===== src/rtl/pmod_ssd_decoder.sv =====
// Receive-side decoder for a multiplexed two-digit Pmod seven-segment bus.
// Optional macro SSD_DECODER_CHANGE_ONLY_EN suppresses value_valid for repeated bytes.
module pmod_ssd_decoder #(
  parameter int SETTLE_CYCLES  = 4,
  parameter int TIMEOUT_CYCLES = 65536
) (
  input  logic       clk,
  input  logic       rst_n,
  input  logic [6:0] segments_in,
  input  logic       digit_select_in,
  output logic [7:0] value,
  output logic       value_valid,
  output logic       code_error,
  output logic       link_active
);

  localparam int CW = $clog2(SETTLE_CYCLES + 1);
  localparam int TW = $clog2(TIMEOUT_CYCLES + 1);
  localparam logic [CW-1:0] SETTLE_LAST  = CW'(SETTLE_CYCLES - 1);
  localparam logic [TW-1:0] TIMEOUT_LAST = TW'(TIMEOUT_CYCLES - 1);
  localparam logic [TW-1:0] TIMEOUT_MAX  = TW'(TIMEOUT_CYCLES);

  typedef enum logic [1:0] {
    IDLE      = 2'd0,
    SETTLE    = 2'd1,
    CAPTURE   = 2'd2,
    WAIT_EDGE = 2'd3
  } state_e;

  // Returns {legal, nibble} for a segment pattern
  function automatic logic [4:0] glyph_decode(input logic [6:0] pat);
    logic [4:0] r;
    case (pat)
      7'h7B:   r = {1'b1, 4'h0};
      7'h30:   r = {1'b1, 4'h1};
      7'h5D:   r = {1'b1, 4'h2};
      7'h7C:   r = {1'b1, 4'h3};
      7'h36:   r = {1'b1, 4'h4};
      7'h6E:   r = {1'b1, 4'h5};
      7'h6F:   r = {1'b1, 4'h6};
      7'h38:   r = {1'b1, 4'h7};
      7'h7F:   r = {1'b1, 4'h8};
      7'h7E:   r = {1'b1, 4'h9};
      7'h3F:   r = {1'b1, 4'hA};
      7'h67:   r = {1'b1, 4'hB};
      7'h4B:   r = {1'b1, 4'hC};
      7'h75:   r = {1'b1, 4'hD};
      7'h4F:   r = {1'b1, 4'hE};
      7'h0F:   r = {1'b1, 4'hF};
      default: r = {1'b0, 4'h0};
    endcase
    return r;
  endfunction

  logic [6:0]    seg_meta_q, seg_s_q;
  logic          dsel_meta_q, dsel_s_q, dsel_prev_q;
  state_e        state_q, state_d;
  logic [6:0]    seg_ref_q, seg_ref_d;
  logic          dsel_ref_q, dsel_ref_d;
  logic [CW-1:0] cnt_q, cnt_d;
  logic [TW-1:0] tcnt_q, tcnt_d;
  logic [3:0]    hi_q, hi_d, lo_q, lo_d;
  logic          have_hi_q, have_hi_d, have_lo_q, have_lo_d;
  logic [7:0]    value_q, value_d;
  logic          valid_q, valid_d, err_q, err_d, link_q, link_d;
  logic [7:0]    pair_s;
  logic          edge_s, seg_match_s, timeout_s, glyph_legal_s;
  logic [3:0]    glyph_nib_s;
`ifdef SSD_DECODER_CHANGE_ONLY_EN
  logic          first_q, first_d;
`endif

  assign edge_s      = dsel_s_q ^ dsel_prev_q;
  assign seg_match_s = (seg_s_q == seg_ref_q);
  assign timeout_s   = !edge_s && (tcnt_q == TIMEOUT_LAST);
  assign {glyph_legal_s, glyph_nib_s} = glyph_decode(seg_ref_q);

  // Two-flop synchronizers and digit-select history for edge detection
  always_ff @(posedge clk) begin
    if (!rst_n) begin
      seg_meta_q  <= '0;
      seg_s_q     <= '0;
      dsel_meta_q <= 1'b0;
      dsel_s_q    <= 1'b0;
      dsel_prev_q <= 1'b0;
    end else begin
      seg_meta_q  <= segments_in;
      seg_s_q     <= seg_meta_q;
      dsel_meta_q <= digit_select_in;
      dsel_s_q    <= dsel_meta_q;
      dsel_prev_q <= dsel_s_q;
    end
  end

  // FSM state register
  always_ff @(posedge clk) begin
    if (!rst_n) begin
      state_q <= IDLE;
    end else begin
      state_q <= state_d;
    end
  end

  // FSM next state: an edge restarts settling from any state
  always_comb begin
    state_d = state_q;
    if (edge_s) begin
      state_d = SETTLE;
    end else if (timeout_s) begin
      state_d = IDLE;
    end else begin
      case (state_q)
        IDLE:      state_d = IDLE;
        SETTLE:    state_d = (seg_match_s && (cnt_q == SETTLE_LAST)) ? CAPTURE : SETTLE;
        CAPTURE:   state_d = WAIT_EDGE;
        WAIT_EDGE: state_d = WAIT_EDGE;
        default:   state_d = IDLE;
      endcase
    end
  end

  // Timeout counter: cleared by edges, saturating at the limit
  always_comb begin
    if (edge_s) begin
      tcnt_d = '0;
    end else if (tcnt_q == TIMEOUT_MAX) begin
      tcnt_d = tcnt_q;
    end else begin
      tcnt_d = tcnt_q + TW'(1);
    end
  end

  // Datapath and output next-state: settle tracking, capture, pair assembly
  always_comb begin
    seg_ref_d  = seg_ref_q;
    dsel_ref_d = dsel_ref_q;
    cnt_d      = cnt_q;
    hi_d       = hi_q;
    lo_d       = lo_q;
    have_hi_d  = have_hi_q;
    have_lo_d  = have_lo_q;
    value_d    = value_q;
    valid_d    = 1'b0;
    err_d      = 1'b0;
    link_d     = link_q;
    pair_s     = {hi_q, lo_q};
`ifdef SSD_DECODER_CHANGE_ONLY_EN
    first_d    = first_q;
`endif

    if (edge_s) begin
      seg_ref_d  = seg_s_q;
      dsel_ref_d = dsel_s_q;
      cnt_d      = '0;
    end else if (state_q == SETTLE) begin
      if (seg_match_s) begin
        cnt_d = cnt_q + CW'(1);
      end else begin
        seg_ref_d = seg_s_q;
        cnt_d     = '0;
      end
    end else begin
      cnt_d = cnt_q;
    end

    // The slot comes from dsel_ref so a capture overlapping the next edge lands correctly
    if (timeout_s) begin
      link_d    = 1'b0;
      have_hi_d = 1'b0;
      have_lo_d = 1'b0;
`ifdef SSD_DECODER_CHANGE_ONLY_EN
      first_d   = 1'b1;
`endif
    end else if (state_q == CAPTURE) begin
      if (glyph_legal_s) begin
        link_d = 1'b1;
        if (dsel_ref_q) begin
          hi_d      = glyph_nib_s;
          have_hi_d = 1'b1;
        end else begin
          lo_d      = glyph_nib_s;
          have_lo_d = 1'b1;
        end
        pair_s = {hi_d, lo_d};
        if (have_hi_d && have_lo_d) begin
          have_hi_d = 1'b0;
          have_lo_d = 1'b0;
`ifdef SSD_DECODER_CHANGE_ONLY_EN
          if (first_q || (pair_s != value_q)) begin
            value_d = pair_s;
            valid_d = 1'b1;
            first_d = 1'b0;
          end else begin
            value_d = value_q;
          end
`else
          value_d = pair_s;
          valid_d = 1'b1;
`endif
        end else begin
          value_d = value_q;
        end
      end else begin
        err_d     = 1'b1;
        have_hi_d = 1'b0;
        have_lo_d = 1'b0;
      end
    end else begin
      link_d = link_q;
    end
  end

  // Datapath and output registers
  always_ff @(posedge clk) begin
    if (!rst_n) begin
      seg_ref_q  <= '0;
      dsel_ref_q <= 1'b0;
      cnt_q      <= '0;
      tcnt_q     <= '0;
      hi_q       <= 4'h0;
      lo_q       <= 4'h0;
      have_hi_q  <= 1'b0;
      have_lo_q  <= 1'b0;
      value_q    <= 8'h00;
      valid_q    <= 1'b0;
      err_q      <= 1'b0;
      link_q     <= 1'b0;
`ifdef SSD_DECODER_CHANGE_ONLY_EN
      first_q    <= 1'b1;
`endif
    end else begin
      seg_ref_q  <= seg_ref_d;
      dsel_ref_q <= dsel_ref_d;
      cnt_q      <= cnt_d;
      tcnt_q     <= tcnt_d;
      hi_q       <= hi_d;
      lo_q       <= lo_d;
      have_hi_q  <= have_hi_d;
      have_lo_q  <= have_lo_d;
      value_q    <= value_d;
      valid_q    <= valid_d;
      err_q      <= err_d;
      link_q     <= link_d;
`ifdef SSD_DECODER_CHANGE_ONLY_EN
      first_q    <= first_d;
`endif
    end
  end

  assign value       = value_q;
  assign value_valid = valid_q;
  assign code_error  = err_q;
  assign link_active = link_q;

endmodule

===== config.mk =====
export PLATFORM = sky130hd
export DESIGN_NAME = pmod_ssd_decoder
export DESIGN_NICKNAME = d
export VERILOG_FILES = /design/src/rtl/pmod_ssd_decoder.sv
export SDC_FILE = /design/constraint.sdc
export NUM_CORES = 1
export LEC_CHECK = 0
export CAP_MARGIN = 20
export CORE_UTILIZATION = 60
export CTS_CLUSTER_DIAMETER = 30
export DETAILED_ROUTE_END_ITERATION = 12
export DONT_BUFFER_PORTS = 1
export HOLD_SLACK_MARGIN = 0.02
export PLACE_DENSITY = 0.84
export SKIP_LAST_GASP = 1
export SLEW_MARGIN = 20
export SYNTH_ARGS = -nofsm -noshare
export SYNTH_HDL_FRONTEND = slang
export SYNTH_SLANG_ARGS = --single-unit

===== constraint.sdc =====
create_clock -name clk -period 5.51 [get_ports clk]
set_input_delay 1.102 -clock clk [delete_from_list [all_inputs] [get_ports clk]]
set_output_delay 1.102 -clock clk [all_outputs]
set_load 0.02 [all_outputs]

==> Yosys cells after proc, flatten, opt, wreduce, memory -nomap -nowiden <==
Index checks and enable logic that the tools add are counted.
{ "word_totals": {"regBits": 68, "inputBits": 10, "out_inout_bits": 11, "elab_cells": 91} }
{ "classes": {"add_sub_neg": 2, "n_eq_ne": 24, "mux": 25, "bitwise_logic": 5, "n_reduce_logical": 16} }
{ "ops": {"columns": ["cell", "n"], "rows": [
  ["one-hot mux 5 bit (16 select lines)", 1],
  ["== test 7 bit, second input constant", 11],
  ["== test 7 x 6 -> 1 bit, second input constant", 4],
  ["two-way mux 7 bit", 3],
  ["adder 17 x 1 -> 17 bit, second input constant", 1],
  ["== test 17 x 16 -> 1 bit, second input constant", 1],
  ["== test 17 bit, second input constant", 1],
  ["two-way mux 1 bit", 16],
  ["two-way mux 4 bit", 2],
  ["== test 7 x 4 -> 1 bit, second input constant", 1],
  ["== test 7 bit", 1],
  ["one-hot mux 2 bit (3 select lines)", 1],
  ["OR reduction 2 bit", 3],
  ["OR reduction 3 bit", 2],
  ["== test 2 bit, second input constant", 2],
  ["inverter 1 bit", 4],
  ["AND reduction 2 bit", 2],
  ["AND reduction 4 bit", 1],
  ["OR reduction 4 bit", 1],
  ["adder 3 x 1 -> 3 bit, second input constant", 1],
  ["== test 3 x 2 -> 1 bit, second input constant", 1],
  ["logical AND 1 bit", 3],
  ["two-way mux 3 bit", 1],
  ["AND reduction 3 bit", 1],
  ["other kinds (7)", 7]
]} }

==> Depth between registers and ports, before layout <==
Gate-level depths: netlist of run 1.
{ "depth": {"depth_word": 8, "ltp_mapped": 10, "ltp_nobuf": 9} }

==> Worst setup path before layout of run 1 <==
OpenSTA, ideal clock, no wires.
{ "synth_path": {"path_kind": "reg-to-reg", "startpoint": "register tcnt_q[0]", "endpoint": "register value_q[0] (netlist: value[0])", "setup_ns": 0.132, "arrival_ns": 1.859, "required_ns": 5.378, "slack_ns": 3.520, "stages_incl_launch_ff": 11, "n_path_buf": 1, "period_less_slack_ns": 1.990, "cell_sequence": "dfxtp_1 ha_1 and3_1 and4_1 nand2_1 nor2_1 ha_1 a21oi_4 o211ai_2 buf_6 mux2i_1"} }
{ "synth_via": {"elab_chain_cells": 4} }
{ "synth_lines": {"columns": ["element", "line", "source"], "rows": [
  ["start: declaration", "61", "logic [TW-1:0] tcnt_q, tcnt_d;"],
  ["start signal: assignment", "235", "tcnt_q <= tcnt_d;"],
  ["== test 17 x 16 -> 1 bit", "75", "assign timeout_s = !edge_s && (tcnt_q == TIMEOUT_LAST);"],
  ["logical AND 1 bit", "75", null],
  ["inverter 1 bit (no line)", null, null],
  ["AND reduction 4 bit (no line)", null, null],
  ["end signal: assignment", "240", "value_q <= value_d;"],
  ["end: declaration", "64", "logic [7:0] value_q, value_d;"]
]} }
No other way between the ends.
A chain may end at the register's enable or synchronous reset.

==> Worst setup path in the final report of run 1 <==
{ "layout_path": {"startpoint": "register seg_ref_q[3]", "endpoint": "register value_q[6] (netlist: value[6])"} }
{ "layout_via": {"elab_chain_cells": 3, "elab_cells_between_ends": 19, "cone_classes": "eq/ne: 16; mux: 2; reduce/logical: 1"} }
{ "layout_lines": {"columns": ["element", "line", "source"], "rows": [
  ["start: declaration", "58", "logic [6:0] seg_ref_q, seg_ref_d;"],
  ["start signal: assignment", "232", "seg_ref_q <= seg_ref_d;"],
  ["== test 7 x 4 -> 1 bit (tied with other cells)", "33", "case (pat)"],
  ["one-hot mux 5 bit (16 select lines) (*)", "33", null],
  ["AND reduction 4 bit (no line) or two-way mux 4 bit (tied branches)", null, null]
]} }
Mark *: on every way between the ends. The rest lies on a longest branch, timed or not.

==> results of run 1 <==
[placed cells by master, fill, tap and decap left out, types with 2 or more instances in the layout]
master,n
o221ai_1,2
inv_6,2
or3_1,4
o21bai_1,2
bufinv_16,2
and3_1,5
xnor2_1,12
o21ai_1,4
o211ai_2,2
ha_1,5
clkbuf_8,9
o211ai_4,2
a21oi_1,16
and4_1,4
and4bb_1,2
inv_1,9
and3b_1,2
nand2_1,36
or3b_1,2
dfxtp_1,68
nor3_1,2
mux2_2,2
mux2i_1,17
nand4_1,9
o21ai_0,13
nor4b_1,2
xor2_1,9
nand3_1,16
nor2_1,30
a31oi_1,2
nor4_1,5
nand2b_1,4
o211ai_1,3
and2_1,16
[worst max path at each step]
stage / depth (start not counted) / end / slack (ns)
after detailed placement: 5 / value[4] / 3.17
after CTS: 5 / value[4] / 3.15
final: 5 / value[6] / 3.16
after global routing: 5 / value[4] / 3.01
after global placement: 5 / value[1] / 3.31
after floorplan: 10 / value[0] / 3.52
[metrics by stage]
| stage | worst slack [ns] | hold slack (ns) | power (mW) | area (sq um) | utilization (%) |
|---|---|---|---|---|---|
| floorplan | 3.520 | 0.4119 | 0.5642 | 3231 | - |
| global placement | 3.311 | 0.4144 | 0.5665 | 3209 | 62.44 |
| detailed placement | 3.171 | 0.4169 | 0.5686 | 3209 | 62.44 |
| CTS | 3.155 | 0.4341 | 1.024 | 3432 | 66.77 |
| global route | 3.008 | 0.4534 | 1.054 | 3432 | 66.77 |
| finish | 3.156 | 0.4343 | 1.017 | 3432 | 66.77 |
[area by class of cell]
type	count	area (sq um)	area share, %
flip-flops and latches	68	1361	39.66
well taps	70	87.58	2.552
inverters	9	33.78	0.9843
clock inverters	7	98.84	2.880
clock buffers	9	123.9	3.609
multi-input cells	254	1727	50.31
[registers in the layout, indices dropped and copies added (netlist names)]
name	cells
tcnt_q	17
value	8
seg_meta_q	7
seg_ref_q	7
seg_s_q	7
hi_q	4
lo_q	4
cnt_q	3
state_q	2
code_error	1
dsel_meta_q	1
dsel_prev_q	1
dsel_ref_q	1
dsel_s_q	1
have_hi_q	1
have_lo_q	1
link_active	1
value_valid	1
[routing by layer]
layer	vias up	global-route usage [%]	share of wire, %
li1	1221	-	-
met4	0	12.35	1.3
met1	1150	27.08	45
met5	-	0	0
met3	6	4.365	2.5
met2	33	39.48	51
[power by group through the flow]
| stage | combinational, mW | clock, mW | sequential [mW] |
|---|---|---|---|
| floorplan | 0.0452 | 0 | 0.519 |
| global placement | 0.0422 | 0 | 0.524 |
| detailed placement | 0.0433 | 0 | 0.525 |
| CTS | 0.0435 | 0.467 | 0.514 |
| global route | 0.0491 | 0.489 | 0.516 |
| finish | 0.0432 | 0.460 | 0.514 |
[logic make-up after synthesis]
family,after synthesis
buffers and inverters,26
adder cells (fa/ha/maj),6
flip-flops,68
AND/OR/NAND/NOR,149
AO/OA/AOI/OAI,58
XOR/XNOR,22
multiplexers,19
==> flow_metrics.py, run 1 <==
metrics = {
    "route": {
        "wirelength_um": 5934,
        "avgRoutedWirePerCell_um": 14.23,
        "route.detailed.drc": 0,
        "first_pass_iters": 4,
        "vias_per_cell": 5.779,
        "drtIter0Drc": 154,
        "antenna_left": 0,
        "vias": 2410,
    },
    "timing": {
        "timing.slew.headroom_pct": 53.35,
        "fmax_mhz": 424.7,
        "final_max_slew_viol_count": 0,
        "setup_viol_count_final": 0,
        "tns_ns": 0,
        "hold_violations": 0,
        "period_needed_ns": 2.355,
        "clock-skew-final_ns": 0.005789,
        "worstMarginPinSlew_ns": 0.6973,
        "rsz0062_at_grt": "false",
        "fin_crit_sh_pct": 42.73,
    },
    "critical_path": {
        "critical_path_class": "register to register",
        "worst_ep_required_time_ns": 5.78,
        "crit_arrival_ns": 2.63,
        "rr_endpoint": "value[6]",
        "crit_buf_inv": 0,
        "worst_setup_path_start_kind": "register",
        "path_max_fanout": 18,
        "crit_slowest_cell": "dfxtp_1",
        "slowest_delay_ns": 0.66,
        "cp-startpoint": "seg_ref_q[3]",
        "crit_chain": "and3b_1 -> o21ai_1 -> nand4_4 -> o211ai_2 -> mux2i_1",
        "cp_top_family": "compound AO/OA/AOI/OAI gates",
        "r2r_start": "seg_ref_q[3]",
        "worst_r2r_path_depth": 5,
        "end_kind": "register",
        "r2r_slack_ns": 3.16,
    },
    "global_route": {
        "grt_max_degree": 46,
        "grt_usage_pct": 22.93,
        "first_global_vias": 2248,
        "antenna_found_initial": 0,
        "grt_overflow": 0,
        "grt_pass1_wl_um": 9673,
    },
    "floorplan": {
        "die_area_sq_um": 5681,
        "row_count": 26,
        "die_h_um": 75.38,
        "boundaryPins": 21,
        "die_x_um": 75.38,
        "start_util_pct": 62.85,
        "placeableCoreArea_sq_um": 5140,
    },
    "synth": {
        "yosysWarnings": 0,
        "yosysTopAreaCellShare_pct": 42.14,
        "synth_area_sq_um": 3231,
        "synth_commonest_cells": "68 x dfxtp_1, 36 x nand2_1, 30 x nor2_1",
        "syn_inst": 348,
        "synth-compound-area-share_pct": 13.09,
        "synthXorXnorAreaFrac_pct": 6.197,
        "synth_top_cell_by_area": "dfxtp_1",
        "synth_async_sr_flop_share_pct": 0,
        "synth-edff-count": 0,
        "synthMuxAreaShare_pct": 5.964,
        "ys_seq_elements": 68,
        "ys_seq_area_share_pct": 42.14,
        "netlist_top_cells_area": "dfxtp_1 42%, mux2i_1 5.3%, nand2_1 4.2%, nor2_1 3.5%, xnor2_1 3.3%",
        "yosysMostFrequentCell": "dfxtp_1",
        "synth_cell_types": 59,
        "syn_nets": 363,
        "synthSimpleGateAreaFrac_pct": 25.95,
        "synth-adder-area-share_pct": 2.246,
        "synth-main-ff-cell": "dfxtp_1",
        "synth_top_family_by_area": "simple AND/OR/NAND/NOR gates",
        "synth.avg_cell_area_sq_um": 9.283,
    },
    "clock_tree": {
        "cts.path.max_buffers": 2,
        "path_clk_slew_ns": 0.08,
        "cts_resized": 0,
        "cts_root_buf": "clkbuf_8",
        "hold_buffers": 0,
        "clk_latency_ns": 0.35,
        "post_cts_buffers": 0,
        "cts_tree": "yes",
        "numClockSinks": 68,
        "cts_made_buffers": 9,
        "htree_levels": 3,
    },
    "power": {
        "switchingPower_mw": 0.2391,
        "powerDensity_nw_per_um2": 296.3,
        "internal_power_mw": 0.7777,
        "power.share.switching_pct": 23.52,
        "seqPwrFrac_pct": 50.5,
        "combinationalPowerShare_pct": 4.2,
        "p_clk_share_pct": 45.2,
        "ir_worst_vdd_v": 0.0002445,
        "p_leak_nw": 1.318,
    },
    "cells_and_area": {
        "instances_no_fill": 417,
        "diodes": 0,
        "area_growth_pct": 6.235,
        "drive_gt1_share_pct": 9.510,
        "fin_nets": 357,
        "fill_cells": 438,
    },
    "placed_design": {
        "io_buffers": 0,
        "dp_cells": 401,
        "gp_congestion": 0.9068,
        "hpwlAfterDp_um": 4042,
    },
    "worst_hold_path": {
        "hold-path-cell-count": 1,
        "min_path_type": "register to register",
        "hp-start": "dsel_meta_q",
        "min_to": "dsel_s_q",
    },
    "flow_run": {
        "drv_cap": 0,
    },
    "outcome": {
        "outcome": "finished clean",
    },
}
Note: power is estimated with default switching activity, not from simulation.
==> inputs of run 2 (changes only) <==
Clock period 5.51 ns to 2.4 ns, I/O delays scaled along.
==> run 2 against run 1 <==
Effect of this change: wire length is 2.6% lower; register-to-register slack worse by 2.9 ns; clock skew grew 0.0016 ns; power is 110% higher; sequential power increased by 130%; design area fell by 0.87%; clock power is 75% higher; hold slack lost 0.16 ns; fmax is 9.4% higher; via count shrank 0.21%; core utilization is 0.58 points lower; combinational power is 130% higher; largest cell class unchanged; highest routed layer unchanged.
==> flow_metrics.py, run 2 (synthesized netlist as in run 1, its figures left out) <==
metrics = {
    "timing": {
        "fmax_mhz": 464.6,
        "hold_violations": 0,
        "timing.slew.headroom_pct": 53.28,
        "tns_ns": 0,
        "final_max_slew_viol_count": 0,
        "fin_crit_sh_pct": 89.69,
        "setup_viol_count_final": 0,
        "worstMarginPinSlew_ns": 0.6984,
        "rsz0062_at_grt": "false",
        "period_needed_ns": 2.153,
        "clock-skew-final_ns": 0.007350,
        "fin_ws_ns": 0.2474,
    },
    "cells_and_area": {
        "fin_nets": 359,
        "diodes": 0,
        "layout_common_cells": "68 x dfxtp_1, 36 x nand2_1, 30 x nor2_1, 17 x mux2i_1",
        "instances_no_fill": 419,
        "largest_register_ffs": 17,
        "drive_gt1_share_pct": 9.742,
        "final_common_cell": "dfxtp_1",
        "area_growth_pct": 5.306,
        "fill_cells": 424,
        "final_area_sq_um": 3402,
        "top_register": "tcnt_q",
    },
    "global_route": {
        "first_global_vias": 2116,
        "antenna_found_initial": 0,
        "grt_pass1_wl_um": 9418,
        "grt_overflow": 0,
        "grt_max_degree": 46,
        "grt_usage_pct": 22.23,
    },
    "power": {
        "p_clk_share_pct": 38.6,
        "combinationalPowerShare_pct": 4.9,
        "switchingPower_mw": 0.4968,
        "p_leak_nw": 1.297,
        "internal_power_mw": 1.592,
        "ir_worst_vdd_v": 0.0004458,
        "seqPwrFrac_pct": 56.5,
        "power.share.switching_pct": 23.78,
        "powerDensity_nw_per_um2": 614.0,
        "power_mw": 2.089,
    },
    "floorplan": {
        "row_count": 26,
        "placeableCoreArea_sq_um": 5140,
        "boundaryPins": 21,
        "die_x_um": 75.38,
        "start_util_pct": 62.85,
        "die_area_sq_um": 5681,
        "die_h_um": 75.38,
    },
    "placed_design": {
        "dp_cells": 403,
        "io_buffers": 0,
        "gp_congestion": 0.8411,
        "hpwlAfterDp_um": 3899,
        "dp_slack_ns": 0.1168,
        "placed_area_sq_um": 3224,
    },
    "critical_path": {
        "worst_ep_required_time_ns": 2.61,
        "worst_setup_path_start_kind": "register",
        "critical_path_class": "register to register",
        "end_kind": "register",
        "path_max_fanout": 9,
        "crit_arrival_ns": 2.37,
    },
    "clock_tree": {
        "cts_made_buffers": 9,
        "numClockSinks": 68,
        "cts.path.max_buffers": 2,
        "cts_tree": "yes",
        "cts_root_buf": "clkbuf_8",
        "htree_levels": 3,
        "clk_latency_ns": 0.34,
        "path_clk_slew_ns": 0.07,
        "hold_buffers": 0,
    },
    "route": {
        "first_pass_iters": 4,
        "drtIter0Drc": 126,
        "route.detailed.drc": 0,
        "vias": 2405,
        "antenna_left": 0,
        "avgRoutedWirePerCell_um": 13.79,
        "vias_per_cell": 5.740,
        "wirelength_um": 5777,
    },
    "worst_hold_path": {
        "min_path_type": "input port to register",
    },
    "outcome": {
        "outcome": "finished clean",
    },
    "flow_run": {
        "drv_cap": 0,
    },
}
-- run 2: changes by cell type in the layout (fill, tap and decap cells not counted), moves of 2 or more --
cell	change
buf_4	+2
inv_6	-2
bufinv_16	-2
clkinv_2	+3
-- run 2: layout make-up --
type	instances	area, sq um	share of cell area, %
well taps	70	87.58	2.574
clock inverters	5	27.53	0.8091
inverters	9	33.78	0.9930
clock buffers	11	141.4	4.156
repair buffers	2	15.01	0.4413
flip-flops and latches	68	1361	40.01
multi-input cells	254	1735	51.01
-- run 2: power groups by stage --
stage	Combinational [mW]	Sequential (mW)	Clock, mW
detailed placement	0.100	1.21	0
finish	0.101	1.18	0.806
global placement	0.0978	1.20	0
CTS	0.101	1.18	0.830
global route	0.114	1.18	0.880
floorplan	0.104	1.19	0
-- run 2: routing by layer --
metal	global-route usage, %	up-vias	wire [um]
met4	10.70	0	122
met2	36.41	43	2804
met5	0	-	0
li1	-	1219	-
met1	25.92	1131	2633
met3	8.069	12	217
-- run 2: metrics by stage --
step           util (%)  hold WS (ns)
2_1_floorplan         -        0.4119
3_3_place_gp      62.73        0.4145
3_5_place_dp      62.73        0.4179
4_1_cts           66.02        0.2517
5_1_grt           66.19        0.2443
6_report          66.19        0.2696
-- run 2: final timing paths --
kind | startpoint | depth (start not counted) | end | slack [ns]
worst max-delay path | tcnt_q[0] | 9 | value[1] | 0.25
worst min-delay path | digit_select_in | 1 | dsel_meta_q | 0.27
worst max register to register | tcnt_q[0] | 9 | value[1] | 0.25
worst min register to register | dsel_meta_q | 1 | dsel_s_q | 0.43
-- run 2: timing repair --
item,4_1_cts,5_1_grt
setup endpoints to repair,0,1
hold endpoints to repair,0,0
buffers inserted,0,0
gates resized for setup,0,1
-- run 2: worst max-delay path: stages (launching register included) --
cell	delay (ns)
dfxtp_1	0.35
ha_1	0.23
and3_1	0.21
and4_1	0.24
nand2_1	0.08
nor2_1	0.04
ha_1	0.23
a21oi_4	0.26
o211ai_4	0.22
mux2i_1	0.17
==> inputs of run 3 (changes only) <==
Settings changed: CELL_PAD_IN_SITES_DETAIL_PLACEMENT from default to 1, CELL_PAD_IN_SITES_GLOBAL_PLACEMENT from default to 2, CORE_UTILIZATION 60 to 40, PLACE_DENSITY 0.84 to 0.87.
==> run 3 against run 2 <==
Effect of this change: combinational power up 14%; wire length up 17%; critical endpoint is now value[5]; core utilization decreased by 21 points; largest cell class unchanged; power up 8.9%.
==> flow_metrics.py, run 3 (synthesized netlist as in run 1, its figures left out) <==
metrics = {
    "outcome": {
        "outcome": "finished clean",
    },
    "timing": {
        "tns_ns": 0,
        "hold_violations": 0,
        "clock-skew-final_ns": 0.007200,
        "fmax_mhz": 466.8,
        "worstMarginPinSlew_ns": 0.7296,
        "holdWs_ns": 0.2634,
        "setup_viol_count_final": 0,
        "timing.slew.headroom_pct": 51.20,
        "rsz0062_at_grt": "false",
        "final_max_slew_viol_count": 0,
        "fin_crit_sh_pct": 89.26,
        "period_needed_ns": 2.142,
    },
    "critical_path": {
        "worst_ep_required_time_ns": 2.67,
        "rr_endpoint": "value[5]",
        "worst_r2r_path_depth": 10,
        "crit_chain": "ha_1 -> and3_1 -> and4_2 -> nand2_1 -> nor2_1 -> ha_2 -> a21oi_4 -> o211ai_2 -> buf_4 -> mux2i_1",
        "slowest_delay_ns": 0.38,
        "end_kind": "register",
        "r2r_slack_ns": 0.26,
        "crit_slowest_cell": "dfxtp_1",
        "r2r_start": "tcnt_q[1]",
        "worst_setup_path_start_kind": "register",
        "path_max_fanout": 9,
        "crit_arrival_ns": 2.41,
        "critical_path_class": "register to register",
    },
    "power": {
        "p_leak_nw": 1.342,
        "powerDensity_nw_per_um2": 648.1,
        "ir_worst_vdd_v": 0.0003259,
        "p_clk_share_pct": 43.2,
        "combinationalPowerShare_pct": 5.0,
        "internal_power_mw": 1.738,
        "power.share.switching_pct": 23.62,
        "seqPwrFrac_pct": 51.7,
        "switchingPower_mw": 0.5375,
        "power_mw": 2.275,
    },
    "cells_and_area": {
        "fin_nets": 363,
        "top_register": "tcnt_q",
        "final_area_sq_um": 3511,
        "area_growth_pct": 8.676,
        "diodes": 0,
        "drive_gt1_share_pct": 11.90,
        "layout_common_cells": "67 x dfxtp_1, 36 x nand2_1, 30 x nor2_1, 17 x mux2i_1",
        "largest_register_ffs": 17,
        "final_common_cell": "dfxtp_1",
    },
    "clock_tree": {
        "cts.path.max_buffers": 2,
        "cts_made_buffers": 9,
        "cts_tree": "yes",
        "path_clk_slew_ns": 0.08,
        "post_cts_buffers": 0,
        "clk_latency_ns": 0.34,
        "cts_root_buf": "clkbuf_8",
        "htree_levels": 3,
        "numClockSinks": 68,
    },
    "route": {
        "avgRoutedWirePerCell_um": 14.91,
        "route.detailed.drc": 0,
        "drtIter0Drc": 70,
        "vias": 2429,
        "wirelength_um": 6783,
        "vias_per_cell": 5.338,
        "first_pass_iters": 4,
        "antenna_left": 0,
    },
    "placed_design": {
        "placed_area_sq_um": 3294,
        "gp_congestion": 0.7302,
        "io_buffers": 0,
        "hpwlAfterDp_um": 4728,
    },
    "floorplan": {
        "row_count": 32,
        "placeableCoreArea_sq_um": 7767,
        "boundaryPins": 21,
        "die_h_um": 91.87,
        "die_area_sq_um": 8440,
        "die_x_um": 91.87,
        "start_util_pct": 41.59,
    },
    "global_route": {
        "grt_max_degree": 46,
        "grt_pass1_wl_um": 11470,
        "grt_overflow": 0,
        "grt_usage_pct": 17.20,
        "first_global_vias": 2422,
        "antenna_found_initial": 0,
    },
    "worst_hold_path": {
        "min_to": "seg_meta_q[1]",
        "min_path_type": "input port to register",
        "hold-path-cell-count": 1,
        "hp-start": "segments_in[1]",
    },
    "flow_run": {
        "drv_cap": 0,
    },
}
## run 3: power groups by stage
| stage | sequential, mW | combinational [mW] | clock [mW] |
|---|---|---|---|
| floorplan | 1.19 | 0.104 | 0 |
| global placement | 1.20 | 0.112 | 0 |
| detailed placement | 1.20 | 0.114 | 0 |
| CTS | 1.18 | 0.115 | 1.01 |
| global route | 1.18 | 0.128 | 1.06 |
| finish | 1.18 | 0.115 | 0.984 |
## run 3: worst max-delay path by stage
stage	slack, ns	from	endpoint
2_1_floorplan	0.41	tcnt_q[0]	value[0]
3_3_place_gp	0.29	tcnt_q[0]	value[0]
3_5_place_dp	0.19	tcnt_q[0]	value[5]
4_1_cts	0.16	tcnt_q[0]	value[5]
5_1_grt	0.06	tcnt_q[1]	value[2]
6_report	0.26	tcnt_q[1]	value[5]
## run 3: critical path, delay by kind of cell (launching register included)
family | cells | cell delay, ns
buf+inv | 1 | 0.22
compound gates | 2 | 0.16
mux | 1 | 0.21
flops | 1 | 0.38
simple gates | 4 | 0.66
fa+ha+maj | 2 | 0.43
## run 3: layout make-up
class	count	area, sq um
timing repair buffer	6	45.04
clock buffer	11	151.4
clock inverter	5	60.06
inverter	9	33.78
tap	102	127.6
sequential	68	1363
multi-input combinational	254	1730
fill	885	4257
## run 3: what timing repair did
item	4_1_cts	5_1_grt
hold buffers	0	0
endpoints found under the setup margin	0	8
resized for setup	0	3
## run 3: metrics by stage
step           setup WS (ns)  util [%]  instances
6_report              0.2578     45.20        455
5_1_grt              0.05642     45.20        455
4_1_cts               0.1560     45.14        455
3_5_place_dp          0.1859     42.41        439
3_3_place_gp          0.2865     42.41        439
2_1_floorplan         0.4096         -        348
## run 3: per-layer routing
metal  track usage (%)  routed length [um]  part of all wire (%)
met5                 0                   0                     0
met4             6.250                 127                   1.9
met2             29.42                3227                    48
met1             20.48                3191                    47
met3             4.809                 237                   3.5
